[src/rtl/alu_issue_pkg.sv]
// ----------------------------------------------------------------------------
// Package : alu_issue_pkg
// Desc    : Shared widths, FSM state type and command layout for alu_issue_unit.
// Rev     : 1.0
// ----------------------------------------------------------------------------
`default_nettype none

package alu_issue_pkg;

  localparam int ALU_DW   = 8;
  localparam int ALU_SELW = 4;
  localparam int TAG_W    = 4;

  typedef enum logic [1:0] {
    IDLE  = 2'd0,
    ISSUE = 2'd1,
    HOLD  = 2'd2
  } state_t;

  typedef struct packed {
    logic [ALU_SELW-1:0] sel;
    logic [ALU_DW-1:0]   a;
    logic [ALU_DW-1:0]   b;
  } cmd_t;

endpackage

`default_nettype wire

[src/rtl/alu_cmd_fifo.sv]
// ----------------------------------------------------------------------------
// Module : alu_cmd_fifo
// Desc   : Power-of-two circular command FIFO with registered occupancy count.
// Rev    : 1.0
// ----------------------------------------------------------------------------
`default_nettype none

module alu_cmd_fifo #(
  parameter int DEPTH = 4,
  parameter int WIDTH = 20
) (
  input  logic                       clk,
  input  logic                       rst_n,
  input  logic                       i_push,
  input  logic [WIDTH-1:0]           i_data,
  input  logic                       i_pop,
  output logic [WIDTH-1:0]           o_head,
  output logic [$clog2(DEPTH+1)-1:0] o_count,
  output logic                       o_full
);

  localparam int c_AW = $clog2(DEPTH);
  localparam int c_CW = $clog2(DEPTH+1);

  logic [WIDTH-1:0] r_mem [DEPTH];
  logic [c_AW-1:0]  r_wptr;
  logic [c_AW-1:0]  r_rptr;
  logic [c_CW-1:0]  r_count;
  logic             w_full;
  logic             w_push;
  logic             w_pop;

  assign w_full  = (r_count == c_CW'(DEPTH));
  assign w_push  = i_push && !w_full;
  assign w_pop   = i_pop && (r_count != '0);
  assign o_head  = r_mem[r_rptr];
  assign o_count = r_count;
  assign o_full  = w_full;

  // Pointers wrap naturally because DEPTH is a power of two.
  always_ff @(posedge clk or negedge rst_n) begin
    if (!rst_n) begin
      r_wptr  <= '0;
      r_rptr  <= '0;
      r_count <= '0;
    end else begin
      if (w_push) r_wptr <= r_wptr + c_AW'(1);
      if (w_pop)  r_rptr <= r_rptr + c_AW'(1);
      if (w_push && !w_pop)      r_count <= r_count + c_CW'(1);
      else if (w_pop && !w_push) r_count <= r_count - c_CW'(1);
    end
  end

  always_ff @(posedge clk) begin
    if (w_push) r_mem[r_wptr] <= i_data;
  end

endmodule

`default_nettype wire

[src/rtl/alu_issue_unit.sv]
// ----------------------------------------------------------------------------
// Module : alu_issue_unit
// Desc   : Queues ALU commands, issues one per ISSUE cycle to ALU_8bit and holds
//          the registered result on a valid/ready port. Option: ALU_ISSUE_TAG_EN.
// Rev    : 1.0
// ----------------------------------------------------------------------------
`default_nettype none

module alu_issue_unit
  import alu_issue_pkg::*;
#(
  parameter int DEPTH = 4
) (
  input  logic                clk,
  input  logic                rst_n,
  input  logic                cmd_valid,
  output logic                cmd_ready,
  input  logic [ALU_DW-1:0]   cmd_a,
  input  logic [ALU_DW-1:0]   cmd_b,
  input  logic [ALU_SELW-1:0] cmd_sel,
  output logic [ALU_DW-1:0]   alu_a,
  output logic [ALU_DW-1:0]   alu_b,
  output logic [ALU_SELW-1:0] alu_sel,
  input  logic [ALU_DW-1:0]   alu_out,
  input  logic                alu_carry,
  input  logic                alu_zero,
  output logic                res_valid,
  input  logic                res_ready,
  output logic [ALU_DW-1:0]   res_data,
  output logic                res_carry,
`ifdef ALU_ISSUE_TAG_EN
  output logic [TAG_W-1:0]    res_tag,
`endif
  output logic                res_zero
);

  localparam int c_CW = $clog2(DEPTH+1);
`ifdef ALU_ISSUE_TAG_EN
  localparam int c_ENTRY_W = TAG_W + $bits(cmd_t);
`else
  localparam int c_ENTRY_W = $bits(cmd_t);
`endif

  state_t                r_state;
  state_t                w_state_nxt;
  cmd_t                  w_cmd_in;
  cmd_t                  w_head_cmd;
  logic [c_ENTRY_W-1:0]  w_entry_in;
  logic [c_ENTRY_W-1:0]  w_entry_head;
  logic [c_CW-1:0]       w_count;
  logic                  w_full;
  logic                  w_push;
  logic                  w_issue;
  logic                  w_has_cmd;
  logic [ALU_DW-1:0]     r_res_data;
  logic                  r_res_carry;
  logic                  r_res_zero;

  assign cmd_ready     = !w_full;
  assign w_push        = cmd_valid && cmd_ready;
  assign w_issue       = (r_state == ISSUE);
  assign w_has_cmd     = (w_count != '0);
  assign w_cmd_in.sel  = cmd_sel;
  assign w_cmd_in.a    = cmd_a;
  assign w_cmd_in.b    = cmd_b;

`ifdef ALU_ISSUE_TAG_EN
  logic [TAG_W-1:0] r_tag_ctr;
  logic [TAG_W-1:0] r_res_tag;
  logic [TAG_W-1:0] w_head_tag;

  assign w_entry_in               = {r_tag_ctr, w_cmd_in};
  assign {w_head_tag, w_head_cmd} = w_entry_head;
  assign res_tag                  = r_res_tag;

  always_ff @(posedge clk or negedge rst_n) begin
    if (!rst_n) begin
      r_tag_ctr <= '0;
      r_res_tag <= '0;
    end else begin
      if (w_push)  r_tag_ctr <= r_tag_ctr + TAG_W'(1);
      if (w_issue) r_res_tag <= w_head_tag;
    end
  end
`else
  assign w_entry_in = w_cmd_in;
  assign w_head_cmd = w_entry_head;
`endif

  alu_cmd_fifo #(
    .DEPTH (DEPTH),
    .WIDTH (c_ENTRY_W)
  ) u_fifo (
    .clk     (clk),
    .rst_n   (rst_n),
    .i_push  (w_push),
    .i_data  (w_entry_in),
    .i_pop   (w_issue),
    .o_head  (w_entry_head),
    .o_count (w_count),
    .o_full  (w_full)
  );

  // ALU inputs are forced to zero except during the single ISSUE cycle.
  assign alu_a   = w_issue ? w_head_cmd.a   : '0;
  assign alu_b   = w_issue ? w_head_cmd.b   : '0;
  assign alu_sel = w_issue ? w_head_cmd.sel : '0;

  always_ff @(posedge clk or negedge rst_n) begin
    if (!rst_n) r_state <= IDLE;
    else        r_state <= w_state_nxt;
  end

  always_comb begin
    w_state_nxt = r_state;
    unique case (r_state)
      IDLE:    if (w_has_cmd) w_state_nxt = ISSUE;
      ISSUE:   w_state_nxt = HOLD;
      HOLD:    if (res_ready) w_state_nxt = w_has_cmd ? ISSUE : IDLE;
      default: w_state_nxt = IDLE;
    endcase
  end

  always_ff @(posedge clk or negedge rst_n) begin
    if (!rst_n) begin
      r_res_data  <= '0;
      r_res_carry <= 1'b0;
      r_res_zero  <= 1'b0;
    end else if (w_issue) begin
      r_res_data  <= alu_out;
      r_res_carry <= alu_carry;
      r_res_zero  <= alu_zero;
    end
  end

  assign res_valid = (r_state == HOLD);
  assign res_data  = r_res_data;
  assign res_carry = r_res_carry;
  assign res_zero  = r_res_zero;

endmodule

`default_nettype wire

[config.mk]
export PLATFORM = sky130hd
export DESIGN_NAME = alu_issue_unit
export DESIGN_NICKNAME = d
export VERILOG_FILES = /design/src/rtl/alu_issue_pkg.sv /design/src/rtl/alu_cmd_fifo.sv /design/src/rtl/alu_issue_unit.sv
export SDC_FILE = /design/constraint.sdc
export NUM_CORES = 1
export LEC_CHECK = 0
export CORE_UTILIZATION = 25
export CTS_CLUSTER_SIZE = 25
export DETAILED_ROUTE_END_ITERATION = 8
export HOLD_SLACK_MARGIN = 0.1
export PLACE_DENSITY_LB_ADDON = 0.15
export SLEW_MARGIN = 10
export SYNTH_ARGS = -nofsm -noshare
export SYNTH_HDL_FRONTEND = slang
export SYNTH_SLANG_ARGS = --single-unit
[constraint.sdc]
create_clock -name clk -period 1.9 [get_ports clk]
set_input_delay 0.38 -clock clk [delete_from_list [all_inputs] [get_ports clk]]
set_output_delay 0.38 -clock clk [all_outputs]
set_load 0.01 [all_outputs]
# ---- After elaboration in Yosys (flattened, before gate mapping)
# Memories as Yosys holds them, arrays and structs flattened.
# Index checks and enable logic that the tools add are counted.
dict set report classes {
  add_sub_neg 4
  eq_ne 5
  mux 11
  n_reduce_logical 12
}
# op count
set ops {}
lappend ops {{8-bit 2-to-1 mux} 2}
lappend ops {{3-bit 2-to-1 mux} 2}
lappend ops {{2-bit case mux with 3 select lines} 1}
lappend ops {{1-bit logical AND} 5}
lappend ops {{2-bit by 1-bit adder with 2-bit output (second input constant)} 2}
lappend ops {{2-bit 2-to-1 mux} 2}
lappend ops {{4-bit 2-to-1 mux} 1}
lappend ops {{3-bit by 1-bit adder with 3-bit output (second input constant)} 1}
lappend ops {{3-bit equality test (second input constant)} 1}
lappend ops {{1-bit logical NOT} 3}
lappend ops {{1-bit 2-to-1 mux} 3}
lappend ops {{3-bit nonzero test} 1}
lappend ops {{3-bit by 1-bit subtractor with 3-bit output (second input constant)} 1}
lappend ops {{2-bit by 1-bit equality test with 1-bit output (second input constant)} 1}
lappend ops {{2-bit equality test (second input constant)} 1}
lappend ops {{2-bit logical NOT} 1}
lappend ops {{2-bit by 1-bit inequality test with 1-bit output (second input constant)} 1}
lappend ops {{2-bit inequality test (second input constant)} 1}
lappend ops {{2-bit AND reduction} 1}
lappend ops {{2-bit nonzero test} 1}
dict set report word_totals {
  register_bits 19
  mem_bits_rw 80
  in_bits 34
  memories 1
}
# name words width read_ports rd_ports_with_merged_regs write_ports line
set mem_list {}
lappend mem_list {u_fifo.r_mem 4 20 1 0 1 alu_cmd_fifo.sv:25} ;# logic [WIDTH-1:0] r_mem [DEPTH];

# ---- Depth between registers and ports, before layout
# Gate-level depths: netlist of run 1.
dict set report logic_depth {
  ltp_word 8
  depth_mapped 8
  ltp_nobuf 8
}

# ---- By module
# A second synthesis of run 1 with hierarchy kept.
dict set report unflattened {
  cells_unflattened 193
  hier_area_um2 3957.5
}
# mod instances cells_per_inst area_each_um2
set modules_own_cells {}
lappend modules_own_cells {alu_cmd_fifo 1 140 3309.4}
lappend modules_own_cells {alu_issue_unit 1 53 648.1}

# ---- Worst setup path after synthesis of run 1
# Ideal clock, no wire load.
dict set report synth_timing {
  path_type {register -> register}
  startpoint {reg r_state[1]}
  endpoint {reg u_fifo.r_count[1], in the netlist u_fifo.o_count[1]}
  setup_time_ns 0.125
  arrival_ns 1.807
  required_ns 1.775
  path_slack_ns -0.031
  stages_incl_launch_ff 7
  synth_period_minus_slack_ns 1.931
  path_cell_list {dfrtp_1 -> nand2b_1 -> or2_2 -> ha_1 -> inv_1 -> fa_1 -> mux2_2}
}
dict set report synth_via {
  elab_chain_len 5
}
# element line
set synth_rtl {}
lappend synth_rtl {{start, declared} alu_issue_unit.sv:44} ;# state_t r_state;
lappend synth_rtl {{start signal, assigned} alu_issue_unit.sv:111} ;# else r_state <= w_state_nxt;
lappend synth_rtl {{2-bit by 1-bit equality test with 1-bit output *} alu_issue_unit.sv:61} ;# assign w_issue = (r_state == ISSUE);
lappend synth_rtl {{1-bit logical AND *} alu_cmd_fifo.sv:35} ;# assign w_pop = i_pop && (r_count != '0);
lappend synth_rtl {{1-bit logical NOT} alu_cmd_fifo.sv:49} ;# if (w_push && !w_pop) r_count <= r_count + c_CW'(1);
lappend synth_rtl {{1-bit logical AND} alu_cmd_fifo.sv:49}
lappend synth_rtl {{3-bit 2-to-1 mux / 2-bit nonzero test (equally long branches)} -}
lappend synth_rtl {{end signal, assigned} alu_cmd_fifo.sv:49}
lappend synth_rtl {{end signal, assigned} alu_cmd_fifo.sv:50} ;# else if (w_pop && !w_push) r_count <= r_count - c_CW'(1);
lappend synth_rtl {{end, declared} alu_cmd_fifo.sv:28} ;# logic [c_CW-1:0] r_count;
# Mark *: on every way between the ends. The rest lies on a longest branch, timed or not.
# A chain may end at the register's enable or synchronous reset.

# ---- Worst setup path after layout of run 1
dict set report layout_timing {
  startpoint {reg u_fifo.r_rptr[0]}
  endpoint {out alu_a[4]}
}
dict set report layout_via {
  elab_chain_len 2
}
# element line
set layout_rtl {}
lappend layout_rtl {{start, declared} alu_cmd_fifo.sv:27} ;# logic [c_AW-1:0] r_rptr;
lappend layout_rtl {{start signal, assigned} alu_cmd_fifo.sv:48} ;# if (w_pop) r_rptr <= r_rptr + c_AW'(1);
lappend layout_rtl {{memory 4 x 20 bit} -}
lappend layout_rtl {{8-bit 2-to-1 mux} alu_issue_unit.sv:105} ;# assign alu_a = w_issue ? w_head_cmd.a : '0;
lappend layout_rtl {{end, declared} alu_issue_unit.sv:21} ;# output logic [ALU_DW-1:0] alu_a,
# Every way passes these cells.

==> results.tsv, run 1 <==
metric	value	unit
tritoncts_num_sinks	99	
critPathLaunchType	register	
cts_root_buffer	clkbuf_16	
final_max_slew_viol_count	0	
irDropWorstVdd	494	uV
crit_arrival	1.74	ns
layout-drive-gt1-share	0.378	
seqCellArea	0.00288	sq mm
dr_total_vias	2015	
overflow	0	
antenna-diode-count	0	
synth_cells	190	
regToRegStartpoint	r_state[1]$_DFFE_PN0P_	
finalHoldViolCount	0	
run_status	finished, violations left	
count_of_h_tree_levels_built_during_cts	3	
synth_area	0.00388	sq mm
antenna_left	0	
p_per_area	1550	mW/mm^2
grt_antenna_before_repair	0	
drt-wirelength-per-cell	16.0	um
grt.total_usage	0.110	
buffers_from_clock_root_to_sink_at_most	2	
failed_checks	negative setup slack	
cts_hold_buffers	0	
timing.reg2reg.setup_slack	0.08	ns
avgSynthCellArea	20.4	sq um
synth_seq_cells	99	
critical_path_class	reg -> out	
area_growth_syn_to_layout	37.9	%
grt_pass1_vias	2227	
synthesis.nets	230	
finalSetupViolCount	20	
post-route-min-period	2.12	ns
initial_utilization	0.256	
first_iter_violations	134	
tritoncts.num_buffers	9	
post-route-period-util	1.12	
max-slew-margin-rel	0.824	
globalplace.congestion	0.680	
worstReg2RegEnd	u_fifo.o_count[1]$_DFFE_PN0P_	
num_io_pins	66	
fin_worst_skew	0.00340	ns
die-width	127	um
dp.final_hpwl	5480	um
mux_contribution_to_synthesized_area	0.151	
totalPowerFinal	8290	uW
design_area	0.00535	sq mm
global_route_wire_length_before_repair	12600	um
cap_viol_max_count	0	
drt_first_pass_iters	4	
synth.area.top_cells	edfxtp_1 (62%), dfrtp_1 (12%), mux4_2 (12%)	
placed_cell_area	0.00500	sq mm
setup_tns	-4.16	ns
layout_net_count	331	
reg2regPathDepth	6	
tightestPinTransition	0.264	ns
clock_latency	0.34	ns
die_area	0.0160	sq mm
cts_tree	yes	
p_leak	0.00195	uW
num_rows	45	
fill_cells	1437	
combinational_family_with_the_most_area_after_synthesis	multiplexers	
synth_top_area_share	0.619	
worstSetupEndpointType	output port	
cts.clk_slew.worst_paths	0.06	ns
yosys.area_share.xor_xnor	0.0135	
yosys.area.top_type	edfxtp_1	
distinct_cell_type_count_of_the_synthesized_netlist	22	
fin_hold_ws	0.376	ns
fmax	0.471	GHz
drt_via_density	4.16	
drt_wl_total	7750	um
post_synth_and_or_nand_nor_area_fraction	0.0526	
multiInputGateArea	0.00101	sq mm
synth-compound-area-share	0.00419	
floorplan.die.height	127	um
postLayoutSetupSlackWorst	-0.224	ns
grt_setup_unrepaired	true	
remaining_drc_errors	0	
ys_warn_count	0	
dp_slack	-0.256	ns
core	0.0151	sq mm
synth-adder-area-share	0.0213	
grt_start_max_net_pins	20	
portBuffers	65	
cp.required	1.52	ns
min-delay-path-class	in -> async	
yosysSeqAreaShare	0.742	
maximum_fanout_along_the_worst_path	6	
## registers in the layout (all words and copies together) (netlist names)
signal,cells
r_state,2
res_carry,1
res_data,8
res_zero,1
u_fifo.o_count,3
u_fifo.r_mem,80
u_fifo.r_rptr,2
u_fifo.r_wptr,2
## per-stage QoR
stage	instances	utilization
2_1_floorplan	190	-
3_3_place_gp	464	0.330
3_5_place_dp	464	0.330
4_1_cts	485	0.349
5_1_grt	484	0.353
6_report	484	0.353
## critical path: stages (launching register included)
cell     delay (ns)
dfrtp_2        0.46
buf_12         0.16
mux4_2         0.52
nor2b_4        0.15
buf_6          0.12
## power by group
| group | total (uW) | internal (uW) | switching [uW] |
|---|---|---|---|
| registers | 3170 | 2950 | 225 |
| logic | 3340 | 1930 | 1410 |
| clock network | 1780 | 1020 | 762 |
## synth_stat cells, drive strengths merged
cell type	number
xnor2	3
fa	1
nor3b	1
mux2	12
nor2	2
edfxtp	80
dfrtp	19
and2	4
clkbuf	2
nand2b	2
buf	5
nor2b	21
nand2	1
or2	1
o21ai	1
a21boi	1
mux4	20
inv	4
xor2	3
nor3	2
ha	5
## cells by family (layout without fill, tap and decap cells)
kind of cell,after synthesis,in the layout
mux,32,32
compound gates,2,2
fa+ha+maj,6,6
buf+inv,11,117
xor+xnor,6,6
flops,99,99
simple gates,34,34
## worst max path at each step
stage / startpoint / to / slack, ns
CTS: u_fifo.r_rptr[0]$_DFFE_PN0P_ / alu_a[2] / -0.30
global route: u_fifo.r_rptr[0]$_DFFE_PN0P_ / alu_a[4] / -0.31
floorplan: r_state[1]$_DFFE_PN0P_ / u_fifo.o_count[1]$_DFFE_PN0P_ / 0.02
detailed placement: cmd_valid / u_fifo.o_count[2]$_DFFE_PN0P_ / -0.26
global placement: u_fifo.r_rptr[0]$_DFFE_PN0P_ / alu_sel[2] / -0.21
finish: u_fifo.r_rptr[0]$_DFFE_PN0P_ / alu_a[4] / -0.22
## cell usage in the layout (no fill, tap or decap), types with 2 or more instances in the layout
| master | count |
|---|---|
| nor2b_4 | 6 |
| dfrtp_1 | 18 |
| clkbuf_16 | 9 |
| buf_2 | 13 |
| edfxtp_1 | 80 |
| xnor2_1 | 3 |
| nor2b_1 | 14 |
| dlygate4sd2_1 | 2 |
| inv_1 | 4 |
| mux2_2 | 12 |
| clkinv_1 | 2 |
| and2_1 | 4 |
| buf_12 | 6 |
| ha_1 | 4 |
| clkdlybuf4s50_1 | 43 |
| xor2_1 | 3 |
| mux4_2 | 20 |
| buf_6 | 8 |
| clkinv_2 | 2 |
| buf_4 | 24 |
## final cells by class
type | instances | share of cell area
clock buffers | 9 | 0.0421
clock inverters | 7 | 0.0126
inverters | 4 | 0.00281
multi-input cells | 80 | 0.189
flip-flops and latches | 99 | 0.538
well taps | 188 | 0.0440
repair buffers | 97 | 0.172
## timing repair
action,CTS,global route
cloned,1,0
pin swaps,0,2
buffers inserted,4,3
endpoints found under the setup margin,24,22
gates resized for setup,93,25
## routing by layer
layer  wire [um]  up-vias  part of all wire  GRT usage
met5           0        -                 0          0
li1            -      930                 -          -
met2        3760       39              0.48      0.168
met3         373        5             0.048     0.0405
met1        3540     1041              0.46      0.142
met4          85        0             0.011     0.0425
Power figures use the tool's default switching activity.
==> run 2: changes to the inputs <==
--- a/config.mk
+++ b/config.mk
@@ -5,6 +5,7 @@
 export SDC_FILE = /design/constraint.sdc
 export NUM_CORES = 1
 export LEC_CHECK = 0
+export CORE_MARGIN = 2
 export CORE_UTILIZATION = 25
 export CTS_CLUSTER_SIZE = 25
 export DETAILED_ROUTE_END_ITERATION = 8
==> results.tsv, run 2 (synthesis results as in run 1) <==
metric	value	unit	change
run_status	finished, violations left		unchanged
failed_checks	negative setup slack		unchanged
timing.reg2reg.setup_slack	0	ns	was 0.08 ns
final_core_utilization	0.348		was 0.353
p_per_area	1580	mW/mm^2	was 1550 mW/mm^2
portBuffers	65		unchanged
antenna-diode-count	0		unchanged
clock_latency	0.34	ns	about the same
critical_path.max_stage_delay	0.50	ns	was 0.52 ns
cap_viol_max_count	0		unchanged
worstSetupEndpointType	output port		unchanged
remaining_drc_errors	0		unchanged
core	0.0152	sq mm	was 0.0151 sq mm
cts_tree	yes		unchanged
layout_net_count	325		was 331
grt_pass1_vias	2163		was 2227
multiInputGateArea	993	sq um	was 0.00101 sq mm
drt_via_density	4.18		was 4.16
initial_utilization	0.255		was 0.256
grt_setup_unrepaired	true		unchanged
finalHoldViolCount	0		unchanged
num_io_pins	66		unchanged
grt.total_usage	0.0997		was 0.110
fin_worst_skew	0.00462	ns	was 0.00340 ns
critical_path_buf_inv_count	3		was 2
crit_arrival	1.74	ns	about the same
critical_path_class	reg -> out		unchanged
global_route_wire_length_before_repair	11900	um	was 12600 um
count_of_h_tree_levels_built_during_cts	3		unchanged
drt_first_pass_iters	4		unchanged
grt_start_max_net_pins	23		was 20
placed_cells_incl_taps	459		was 464
irDropWorstVdd	480	uV	was 494 uV
drt_wl_total	7770	um	was 7750 um
dr_total_vias	1996		was 2015
tightestPinTransition	0.252	ns	was 0.264 ns
post-route-period-util	1.12		about the same
largest_register_ffs	80		unchanged
postLayoutSetupSlackWorst	-0.221	ns	was -0.224 ns
fmax	0.471	GHz	about the same
fill_cells	1451		was 1437
layout.cells.most_common	edfxtp_1		unchanged
cp.required	1.52	ns	about the same
post-route-min-period	2.12	ns	about the same
count_of_placed_standard_cells_in_the_final_layout_fillers_left_out	478		was 484
globalplace.congestion	0.673		was 0.680
path_cells	buf_12, buf_8, mux4_2, nor2b_1, buf_2		was buf_12, mux4_2, nor2b_4, buf_6
floorplan.die.height	129	um	was 127 um
dp_slack	-0.219	ns	was -0.256 ns
cts_hold_buffers	0		unchanged
die_area	0.0165	sq mm	was 0.0160 sq mm
antenna_left	0		unchanged
setup_tns	-3.81	ns	was -4.16 ns
dp.final_hpwl	5100	um	was 5480 um
maximum_fanout_along_the_worst_path	4		was 6
num_rows	45		unchanged
cts.clk_slew.worst_paths	0.06	ns	about the same
critical-path-top-delay-family	multiplexers		unchanged
top_register_by_number_of_flip_flops	u_fifo.r_mem		unchanged
area_growth_syn_to_layout	36.4	%	was 37.9%
overflow	0		unchanged
grt_antenna_before_repair	0		unchanged
drt-wirelength-per-cell	16.3	um	was 16.0 um
layout_common_cells	edfxtp_1 (80), clkdlybuf4s50_1 (43), mux4_2 (20), buf_4 (19), dfrtp_1 (18)		was edfxtp_1 (80), clkdlybuf4s50_1 (43), buf_4 (24), mux4_2 (20), dfrtp_1 (18)
crit_slowest_cell	mux4_2		unchanged
finalSetupViolCount	20		unchanged
first_iter_violations	65		was 134
max-slew-margin-rel	0.832		was 0.824
layout-drive-gt1-share	0.362		was 0.378
tritoncts_num_sinks	99		unchanged
min-delay-path-class	in -> async		unchanged
final_max_slew_viol_count	0		unchanged
critPathLaunchType	register		unchanged
seqCellArea	0.00288	sq mm	unchanged
buffers_from_clock_root_to_sink_at_most	2		unchanged
p_leak	0.00192	uW	was 0.00195 uW
tritoncts.num_buffers	9		unchanged
die-width	129	um	was 127 um
cts_root_buffer	clkbuf_16		unchanged
==> run 2: worst paths after layout <==
check                      cells after the start                         start                             to
min in group clk                               1          res_zero$_DFFE_PN0P_           res_zero$_DFFE_PN0P_
hold reg to reg                                1          res_zero$_DFFE_PN0P_           res_zero$_DFFE_PN0P_
setup reg to reg                               6        r_state[1]$_DFFE_PN0P_  u_fifo.o_count[1]$_DFFE_PN0P_
max in group asynchronous                      2                         rst_n   u_fifo.r_rptr[0]$_DFFE_PN0P_
hold / removal                                 2                         rst_n        res_data[2]$_DFFE_PN0P_
setup / recovery                               5  u_fifo.r_rptr[0]$_DFFE_PN0P_                     alu_sel[0]
==> run 2: per-stage QoR <==
stage	cell area (sq um)	power [uW]	hold WS, ns
5_1_grt	5290	8880	0.405
4_1_cts	5250	8460	0.379
3_3_place_gp	4950	6440	0.490
6_report	5290	8360	0.385
3_5_place_dp	4950	6460	0.493
2_1_floorplan	3890	4900	0.0844
==> run 2: worst reg2reg max path: stages (launching register included) <==
cell	delay (ns)
dfrtp_1	0.38
nand2b_4	0.15
or2_2	0.33
ha_2	0.19
inv_1	0.07
fa_1	0.40
mux2_2	0.26
==> run 2: area by class of cell <==
class	count	area share
Clock inverter	6	0.0196
Inverter	4	0.00284
Multi-Input combinational cell	80	0.188
Timing Repair Buffer	91	0.158
Tap cell	188	0.0445
Clock buffer	10	0.0433
Sequential cell	99	0.544
==> run 2: timing repair <==
| item | 4_1_cts | 5_1_grt |
|---|---|---|
| endpoints found under the hold margin | 0 | 0 |
| gates cloned | 1 | 0 |
| pin swaps | 0 | 3 |
| buffers inserted | 3 | 1 |
| gates resized for setup | 90 | 14 |
| endpoints found under the setup margin | 24 | 22 |
==> run 2: where the power goes <==
| group | leakage, uW | internal [uW] | total (uW) | switching, uW |
|---|---|---|---|---|
| clock | 0.000164 | 1280 | 2000 | 727 |
| sequential | 0.000954 | 2950 | 3150 | 200 |
| combinational | 0.000802 | 1810 | 3210 | 1400 |
| total | 0.00192 | 6030 | 8360 | 2330 |
==> run 2: routing by layer <==
layer / GRT usage / vias up / share of wire / routed length [um]
li1: - / 918 / - / -
met1: 0.116 / 1028 / 0.42 / 3280
met2: 0.171 / 40 / 0.52 / 4020
met3: 0.0358 / 10 / 0.046 / 359
met4: 0.0345 / 0 / 0.014 / 108
met5: 0 / - / 0 / 0
